**src/rtl/xvga_timing.sv**
```systemverilog
// Raster timing generator: pixel/line counters with registered sync, blank and frame pulse.
// Define XVGA_FRAME_COUNT_EN to enable the 16-bit completed-frame counter on frame_count.
module xvga_timing #(
    parameter int H_ACTIVE = 1024,
    parameter int H_FP     = 24,
    parameter int H_SYNC   = 136,
    parameter int H_BP     = 160,
    parameter int V_ACTIVE = 768,
    parameter int V_FP     = 3,
    parameter int V_SYNC   = 6,
    parameter int V_BP     = 29
) (
    input  logic        clock,
    input  logic        reset_n,
    input  logic        ce,
    output logic [10:0] hcount,
    output logic [9:0]  vcount,
    output logic        hsync,
    output logic        vsync,
    output logic        blank,
    output logic        frame_start,
    output logic [15:0] frame_count
);

    localparam int H_TOTAL = H_ACTIVE + H_FP + H_SYNC + H_BP;
    localparam int V_TOTAL = V_ACTIVE + V_FP + V_SYNC + V_BP;

    localparam logic [10:0] H_LAST     = 11'(H_TOTAL - 1);
    localparam logic [10:0] H_ACT      = 11'(H_ACTIVE);
    localparam logic [10:0] HS_FIRST   = 11'(H_ACTIVE + H_FP);
    localparam logic [10:0] HS_LAST    = 11'(H_ACTIVE + H_FP + H_SYNC - 1);
    localparam logic [9:0]  V_LAST     = 10'(V_TOTAL - 1);
    localparam logic [9:0]  V_ACT      = 10'(V_ACTIVE);
    localparam logic [9:0]  VS_FIRST   = 10'(V_ACTIVE + V_FP);
    localparam logic [9:0]  VS_LAST    = 10'(V_ACTIVE + V_FP + V_SYNC - 1);

    logic        h_wrap;
    logic        v_wrap;
    logic        frame_wrap;
    logic [10:0] h_next;
    logic [9:0]  v_next;

    // Decode is done on the next position so the sync/blank flops line up with the counters.
    always_comb begin
        h_wrap     = (hcount == H_LAST);
        v_wrap     = (vcount == V_LAST);
        frame_wrap = h_wrap && v_wrap;
        h_next     = h_wrap ? 11'd0 : hcount + 11'd1;
        v_next     = vcount;
        if (h_wrap) begin
            v_next = v_wrap ? 10'd0 : vcount + 10'd1;
        end
    end

    always_ff @(posedge clock or negedge reset_n) begin
        if (!reset_n) begin
            hcount      <= 11'd0;
            vcount      <= 10'd0;
            hsync       <= 1'b1;
            vsync       <= 1'b1;
            blank       <= 1'b0;
            frame_start <= 1'b0;
        end else begin
            frame_start <= ce && frame_wrap;
            if (ce) begin
                hcount <= h_next;
                vcount <= v_next;
                hsync  <= !((h_next >= HS_FIRST) && (h_next <= HS_LAST));
                vsync  <= !((v_next >= VS_FIRST) && (v_next <= VS_LAST));
                blank  <= (h_next >= H_ACT) || (v_next >= V_ACT);
            end
        end
    end

`ifdef XVGA_FRAME_COUNT_EN
    always_ff @(posedge clock or negedge reset_n) begin
        if (!reset_n) begin
            frame_count <= 16'd0;
        end else if (ce && frame_wrap) begin
            frame_count <= frame_count + 16'd1;
        end
    end
`else
    assign frame_count = 16'd0;
`endif

endmodule

```
**config.mk**
```make
export PLATFORM = sky130hd
export DESIGN_NAME = xvga_timing
export DESIGN_NICKNAME = d
export VERILOG_FILES = /design/src/rtl/xvga_timing.sv
export SDC_FILE = /design/constraint.sdc
export NUM_CORES = 1
export LEC_CHECK = 0
export ABC_CLOCK_PERIOD_IN_PS = 1900
export BUFFER_PORTS_ARGS = -buffer_cell sky130_fd_sc_hd__buf_2
export CAP_MARGIN = 30
export CORE_MARGIN = 2
export CORE_UTILIZATION = 49
export DETAILED_ROUTE_END_ITERATION = 7
export PLACE_DENSITY = 0.76
export SYNTH_ARGS = -nofsm -noshare
export SYNTH_HDL_FRONTEND = slang
export SYNTH_SLANG_ARGS = --single-unit
export TNS_END_PERCENT = 5
```
**constraint.sdc**
```tcl
create_clock -name clock -period 1.9 [get_ports clock]
set_input_delay 0.19 -clock clock [delete_from_list [all_inputs] [get_ports clock]]
set_output_delay 0.19 -clock clock [all_outputs]
set_load 0.005 [all_outputs]
```
# Word level (Yosys, flattened, before mapping)
# Index checks and enable logic that the tools add are counted.
dict set report word_totals {
  in_bits 3
  output_inout_bits 41
  regBits 25
  word_cells 26
}
dict set report op_classes {
  muxes 3
  eq_ne 2
  n_lt_le_gt_ge 6
  n_reduce_logical 7
  add_sub_neg 2
}
# op count
set ops {}
lappend ops {{greater-or-equal comparator 11 bit, second input constant} 2}
lappend ops {{greater-or-equal comparator 10 bit, second input constant} 2}
lappend ops {{2-to-1 mux 10 bit} 2}
lappend ops {{adder 11 x 1 -> 11 bit, second input constant} 1}
lappend ops {{== test 11 bit, second input constant} 1}
lappend ops {{<= comparator 11 bit, second input constant} 1}
lappend ops {{2-to-1 mux 11 bit} 1}
lappend ops {{adder 10 x 1 -> 10 bit, second input constant} 1}
lappend ops {{== test 10 bit, second input constant} 1}
lappend ops {{<= comparator 10 bit, second input constant} 1}
lappend ops {{logical AND 1 bit} 4}
lappend ops {{logical NOT 1 bit} 2}
lappend ops {{logical OR 1 bit} 1}

# Depth between registers and ports, before layout
# Gate-level depths: netlist of the first run.
dict set report logic_depth {
  word_depth 6
  ltp_mapped 10
  mapped_depth_nobuf 8
}

# Least setup slack after synthesis of the first run
# No wires, ideal clock.
dict set report synth_timing {
  path_type {reg2reg}
  startpoint {register hcount[0]}
  endpoint {register vsync}
  path_slack_ns -0.170
  t_arrival_ns 1.987
  required_ns 1.817
  setup_ns 0.083
  stages_incl_launch_ff 11
  n_path_buf 3
  period_less_slack_ns 2.070
  cell_sequence {dfrtp_1 ha_1 and3_1 buf_6 and3_1 buf_6 buf_6 o21ai_1 o311a_1 mux2i_1 o32a_1}
}
dict set report synth_via {
  elab_chain_len 5
  elab_cells_between_ends 6
  classes_between {2 x order compare; 1 x eq/ne; 1 x mux; 2 x reduce/logical}
}
# element line
set synth_lines {}
lappend synth_lines {{start: declaration} 16} ;# output logic [10:0] hcount,
lappend synth_lines {{start signal: assignment} 66} ;# hcount <= h_next;
lappend synth_lines {{== test 11 bit *} 45} ;# h_wrap = (hcount == H_LAST);
lappend synth_lines {{2-to-1 mux 10 bit *} 50} ;# if (h_wrap) begin
lappend synth_lines {{greater-or-equal comparator 10 bit or <= comparator 10 bit (tied branches)} 69} ;# vsync <= !((v_next >= VS_FIRST) && (v_next <= VS_LAST));
lappend synth_lines {{logical AND 1 bit *} 69}
lappend synth_lines {{logical NOT 1 bit *} 69}
lappend synth_lines {{end signal: assignment} 69}
lappend synth_lines {{end: declaration} 19} ;# output logic vsync,
# Mark *: on every way between the ends. The rest lies on a longest branch, timed or not.
# A chain may end at the register's enable or synchronous reset.

# Worst setup path after layout of the first run
dict set report layout_timing {
  startpoint {register hcount[0]}
  endpoint {register hsync}
}
dict set report layout_via {
  elab_chain_len 5
  elab_cells_between_ends 7
  classes_between {1 x add/sub; 2 x order compare; 1 x eq/ne; 1 x mux; 2 x reduce/logical}
}
# element line
set layout_lines {}
lappend layout_lines {{adder 11 x 1 -> 11 bit or == test 11 bit (tied branches)} {48, 45}}
lappend layout_lines {{2-to-1 mux 11 bit *} 48} ;# h_next = h_wrap ? 11'd0 : hcount + 11'd1;
lappend layout_lines {{greater-or-equal comparator 11 bit or <= comparator 11 bit (tied branches)} 68} ;# hsync <= !((h_next >= HS_FIRST) && (h_next <= HS_LAST));
lappend layout_lines {{logical AND 1 bit *} 68}
lappend layout_lines {{logical NOT 1 bit *} 68}
lappend layout_lines {{end signal: assignment} 68}
lappend layout_lines {{end: declaration} 18} ;# output logic hsync,
# Marked as above.

==> results of run 1 <==
## flip-flops by register name (all words and copies together) (netlist names)
| register | count |
|---|---|
| vsync | 1 |
| hsync | 1 |
| vcount | 10 |
| blank | 1 |
| hcount | 11 |
| frame_start | 1 |
## worst reg2reg max path: stages (launching register included)
cell     delay [ns]
dfrtp_2        0.45
ha_4           0.17
and3_4         0.20
and3_2         0.25
and2_1         0.15
or3_1          0.30
a21oi_1        0.16
a31oi_1        0.10
## what timing repair did
action	4_1_cts	5_1_grt
hold buffers	1	0
gates resized for setup	0	5
pin swaps	1	2
cloned	0	0
setup endpoints to repair	1	11
setup buffers	1	2
hold endpoints to repair	23	0
## final cells by class
cell class,instances,area (sq um)
clock buffers,4,45.0
fillers,335,1400
inverters,5,18.8
multi-input cells,175,1130
flip-flops and latches,25,631
well taps,48,60.1
repair buffers,66,430
## routing by layer
layer  vias to the layer above  global-route usage  share of wire
li1                        878                   -              -
met1                       858               0.284           0.45
met2                        66               0.358           0.48
met3                         5              0.0152          0.055
met4                         0              0.0714          0.011
met5                         -                   0              0
## cells by family (layout without fill, tap and decap cells)
kind of cell,after synthesis,in the layout,synth area share
and+or+nand+nor,86,86,0.254
xor gates and xnor gates,12,12,0.0549
buffers and inverters,39,75,0.131
adders and majority gates,4,4,0.0262
muxes,6,6,0.0327
AOI/OAI and AO/OA,51,51,0.170
other,1,16,0.00196
DFF,25,25,0.328
## how the worst max path moves through the flow
stage               startpoint        end  slack (ns)  depth (start not counted)
floorplan            hcount[0]      vsync       -0.01                         10
global placement     hcount[7]  vcount[5]        0.05                          5
detailed placement   hcount[7]  vcount[9]        0.03                          5
CTS                  hcount[7]  vcount[5]        0.01                          5
global route         hcount[6]      vsync       -0.09                          6
finish               hcount[0]      hsync        0.03                          7
## stage by stage
step	instance area [sq um]	util	power (mW)	setup TNS, ns
after floorplan	1990	-	1.06	-0.0144
after global routing	2310	0.623	1.73	-0.417
after detailed placement	2220	0.597	1.26	0
after global placement	2220	0.597	1.24	0
final	2310	0.623	1.62	0
after CTS	2280	0.614	1.59	0
## layout by cell type, fill, tap and decap left out, types with 2 or more instances in the layout
cell type,netlist,routed
buf_4,17,38
buf_2,3,27
dfrtp_1,23,21
nor2_1,20,20
nand2_1,18,18
o21ai_0,16,16
conb_1,1,16
nand3_1,11,11
xnor2_1,9,9
nand4_1,7,7
o31ai_1,7,7
a31oi_1,6,6
inv_1,5,5
o21ai_1,5,5
a21oi_1,5,5
and3_1,7,4
and2_1,4,4
mux2i_1,4,4
xor2_1,3,3
ha_1,4,3
clkbuf_8,0,3
or2_4,1,2
nand2b_1,2,2
and3_4,0,2
a211oi_1,3,2
or3_1,2,2
and4b_1,2,2
or4_1,2,2
dfrtp_2,0,2
dfstp_2,2,2
## report_power, final
| part | switching (mW) | total (mW) | internal (mW) | leakage [nW] |
|---|---|---|---|---|
| sequential | 0.0845 | 0.693 | 0.609 | 0.319 |
| combinational | 0.293 | 0.592 | 0.299 | 0.736 |
| clock | 0.184 | 0.335 | 0.151 | 0.0228 |
==> results.txt, run 1 <==
Clock latency on the worst-skew pair = 0.28 ns
Number of library cell types mapped by synthesis = 50
Max-slew violation count = 0
Final Hold Viols = 0
Post-synth top flop = dfrtp_1
CTS tree = built
Post-DRT Antenna Nets = 0
Unrepaired setup endpoints after global routing = yes
Max Root-Sink Buffers = 2
Reg2Reg Setup Slack = 0.03 ns
# rows = 22
Run status = finished clean
DRT Pass-1 Iters = 4
Clk pin slew, worst setup/hold paths = 0.09 ns
Avg Cell Area, Syn = 8.54 sq um
Synth top area cells = dfrtp_1 30%, buf_4 6.7%, o21ai_0 4.2%
Routed vias/inst = 5.59
Hold endpoint = vsync
Crit path arrival time = 2.07 ns
Crit Reg-Reg Startpoint = hcount[0]
IO Count = 44
Synth Cell Area = 0.00191 sq mm
CTS H-tree lvls = 1
# setup viols final = 0
First-pass GRT wire length = 7270 um
Worst-path maximum fanout = 7
Most frequent cell after synthesis = dfrtp_1
Slew headroom = 0.620
Pwr/cell area = 700 mW/mm^2
Async SR Flop Fraction = 1.00
Yosys reg bits = 25
Root buffer cell = clkbuf_8
Grt total ovfl = 0
Pleak = 1.08 nW
Per-cell routed wire length = 13.6 um
Min Hold Slack = 0.297 ns
N_diodes = 0
Hold_sp = ce
Cells after Synth = 224
CP Cell Sequence = ha_4, and3_4, and3_2, and2_1, or3_1, a21oi_1, a31oi_1
Nets = 283
Synth cell count leaders = 23 x dfrtp_1, 20 x nor2_1, 18 x nand2_1, 17 x buf_4, 16 x o21ai_0
Die Y = 66.5 um
Clock sinks = 25
Area Growth Syn to Fin = 21.0%
Initial Util = 0.515
CP Data Required Time = 2.10 ns
# DRC = 0
Vias = 1,807
RR Endpoint = hsync
Share of layout cells above drive strength 1 = 0.309
Yosys top cell by area = dfrtp_1
WP buf/inv = 0
Max_cap viols = 0
Finished Layout Cells = 323
Largest net degree at the start of global routing = 26
Die Wd = 66.5 um
Post-synth EDFFs = 0
Initial DRC count = 148
Period minus WS final = 1.87 ns
Hold Path Class = in -> reg
Die area = 0.00442 sq mm
Worst slack, placed = 0.0274 ns
Worst Hold Depth = 3
Reg2reg path depth = 7
CP delay by family, top = simple AND/OR/NAND/NOR gates
CP max stage delay = 0.45 ns
Yosys top cell area share = 0.301
Critical Path Slowest Stage Cell = dfrtp_2
Crit share post-route = 0.983
Vias in the first global route = 1,608
Total core area = 0.00372 sq mm
Peak supply drop = 0.000490 V
Initial antenna violation count = 0
Port Buf Inserts = 27
Final WL = 4400 um
Critical Path Sink Type = flip-flop
Ys Warns = 0
Startpoint Class = flip-flop
Dpl cells = 315
Least-Margin Pin Slew = 0.570 ns
Final WS setup = 0.0320 ns
Register area share after synthesis = 0.328
GPL Wtd Cong = 0.860
Clock Skews = 0.00398 ns
Total global routing track utilization = 0.211
CTS buffer count = 3
Max frequency = 0.535 GHz
Critical path class = reg -> reg
Hpwl dp = 3320 um
Note: power is estimated with default switching activity, not from simulation.
==> run 2: changes to the inputs <==
CORE_UTILIZATION = 23   (was 49)
PLACE_DENSITY = default   (was 0.76)
==> results.txt, run 2 (same netlist as run 1, synthesis figures left out) <==
Run status = finished clean
Final Hold Viols = 0 (unchanged)
Area Growth Syn to Fin = 23.6%
Dpl cells = 369 (+17%)
Hold Path Class = in -> reg
Least-Margin Pin Slew = 0.596 ns (+0.0261 ns)
Clock sinks = 25 (unchanged)
Hpwl dp = 3590 um (+8.3%)
Crit path arrival time = 2.10 ns (+0.03 ns)
# setup viols final = 0 (unchanged)
Critical path class = reg -> reg
CP Cell Sequence = nor4b_4, nand3_2, or4_1, o311a_1, mux2i_1, o32a_1
Initial antenna violation count = 0 (unchanged)
Critical Path Slowest Stage Cell = or4_1
Startpoint Class = flip-flop
Biggest register = hcount
Nets = 277 (-2.1%)
Crit share post-route = 0.990 (+0.00646)
GPL Wtd Cong = 0.881 (+2.5%)
Most common cell after layout, fill and taps aside = buf_4
CTS buffer count = 3 (unchanged)
Clock Skews = 0.00338 ns (-0.000600 ns)
Peak supply drop = 0.000248 V (-49%)
Max Root-Sink Buffers = 2 (unchanged)
Levels on crit path = 6 (-1)
Largest net degree at the start of global routing = 26 (unchanged)
Pleak = 1.05 nW (-2.6%)
Switching power = 0.545 mW (-3.0%)
Share of layout cells above drive strength 1 = 0.305 (-0.00426)
Switching share of power = 0.341 (-0.00518)
Initial Util = 0.235 (-0.280)
Unrepaired setup endpoints after global routing = yes
Clock share of power = 0.203 (-0.004)
Register share of total power = 0.418 (-0.010)
CTS H-tree lvls = 1 (unchanged)
CP Data Required Time = 2.12 ns (+0.02 ns)
Worst Hold Depth = 3 (unchanged)
Final core utilization = 0.291 (-0.332)
Clk pin slew, worst setup/hold paths = 0.09 ns (about the same)
Power Total = 1.60 mW (-1.5%)
# DRC = 0 (unchanged)
Final WL = 4760 um (+8.1%)
Initial DRC count = 55 (-63%)
WP buf/inv = 0 (unchanged)
Reg2reg path depth = 6 (-1)
Port Buf Inserts = 27 (unchanged)
First-pass GRT wire length = 7870 um (+8.2%)
Slew headroom = 0.603 (-0.0174)
Worst-path maximum fanout = 3 (-4)
Total global routing track utilization = 0.109 (-0.103)
Vias in the first global route = 1,628 (+1.2%)
Regs by FF count = hcount (11), vcount (10)
N_diodes = 0 (unchanged)
Pwr/cell area = 675 mW/mm^2 (-3.6%)
Post-CTS setup buffer count = 0 (-1)
Per-cell routed wire length = 12.7 um (-6.7%)
Max-slew violation count = 0 (unchanged)
Finished Layout Cells = 374 (+16%)
Die area = 0.00906 sq mm (+110%)
Root buffer cell = clkbuf_8
Die Wd = 95.2 um (+43%)
Post-DRT Antenna Nets = 0 (unchanged)
Setup TNS = 0 ns (unchanged)
Critical Path Sink Type = flip-flop
Clock latency on the worst-skew pair = 0.27 ns (about the same)
CP max stage delay = 0.48 ns (+0.03 ns)
Grt total ovfl = 0 (unchanged)
Max reg flops = 11 (unchanged)
Power Internal = 1.05 mW (-0.76%)
CP delay by family, top = simple AND/OR/NAND/NOR gates
# rows = 33 (+50%)
Comb pwr share = 0.379 (+0.014)
Reg2Reg Setup Slack = 0.02 ns (about the same)
Period minus WS final = 1.88 ns (+0.0123 ns)
Routed vias/inst = 4.67 (-17%)
CTS tree = built
Total core area = 0.00813 sq mm (+120%)
IO Count = 44 (unchanged)
Vias = 1,747 (-3.3%)
Max_cap viols = 0 (unchanged)
Die Y = 95.2 um (+43%)
Commonest non-fill, non-tap cells in the layout = 31 x buf_4, 27 x buf_2, 21 x dfrtp_1, 20 x nor2_1, 18 x nand2_1
DRT Pass-1 Iters = 4 (unchanged)
Max frequency = 0.532 GHz (-0.65%)
Min Hold Slack = 0.382 ns (+0.0852 ns)
-- run 2: per-stage QoR --
stage / setup slack, ns / cell area [sq um]
floorplan: -0.0144 / 1990
CTS: -0.00511 / 2320
global placement: 0.0554 / 2270
global route: -0.103 / 2360
detailed placement: 0.0203 / 2270
finish: 0.0197 / 2360
-- run 2: final cells by class --
type,count,area (sq um)
Fill cell,864,5770
Multi-Input combinational cell,175,1150
Sequential cell,25,631
Timing Repair Buffer,60,389
Tap cell,105,131
Clock buffer,4,45.0
Inverter,5,18.8
-- run 2: timing repair --
| item | CTS | global route |
|---|---|---|
| endpoints found under the setup margin | 1 | 10 |
| hold buffers | 1 | 0 |
| endpoints found under the hold margin | 23 | 0 |
| resized for setup | 0 | 9 |
| pin swaps | 0 | 0 |
-- run 2: worst register-to-register path: cells and delay by family, from the launching register on --
kind	cells	cell delay, ns
simple gates	3	0.97
compound gates	2	0.29
flops	1	0.42
mux	1	0.15
-- run 2: power groups by stage --
stage	sequential [mW]	combinational, mW	clock, mW
final	0.666	0.605	0.324
after global routing	0.676	0.677	0.369
after CTS	0.666	0.587	0.345
after detailed placement	0.677	0.584	0
after global placement	0.678	0.575	0
after floorplan	0.705	0.358	0
-- run 2: metal layers --
metal | part of all wire | track usage
met1 | 0.49 | 0.155
met2 | 0.45 | 0.168
met3 | 0.053 | 0.0261
met4 | 0.0071 | 0.0205
met5 | 0 | 0
-- run 2: worst paths after layout --
| kind | to | startpoint |
|---|---|---|
| max | vsync | hcount[7] |
| min | hsync | ce |
| max reg2reg | vsync | hcount[7] |
| min reg2reg | hsync | hsync |
| max in group asynchronous | hcount[0] | reset_n |
| min in group asynchronous | frame_start | reset_n |
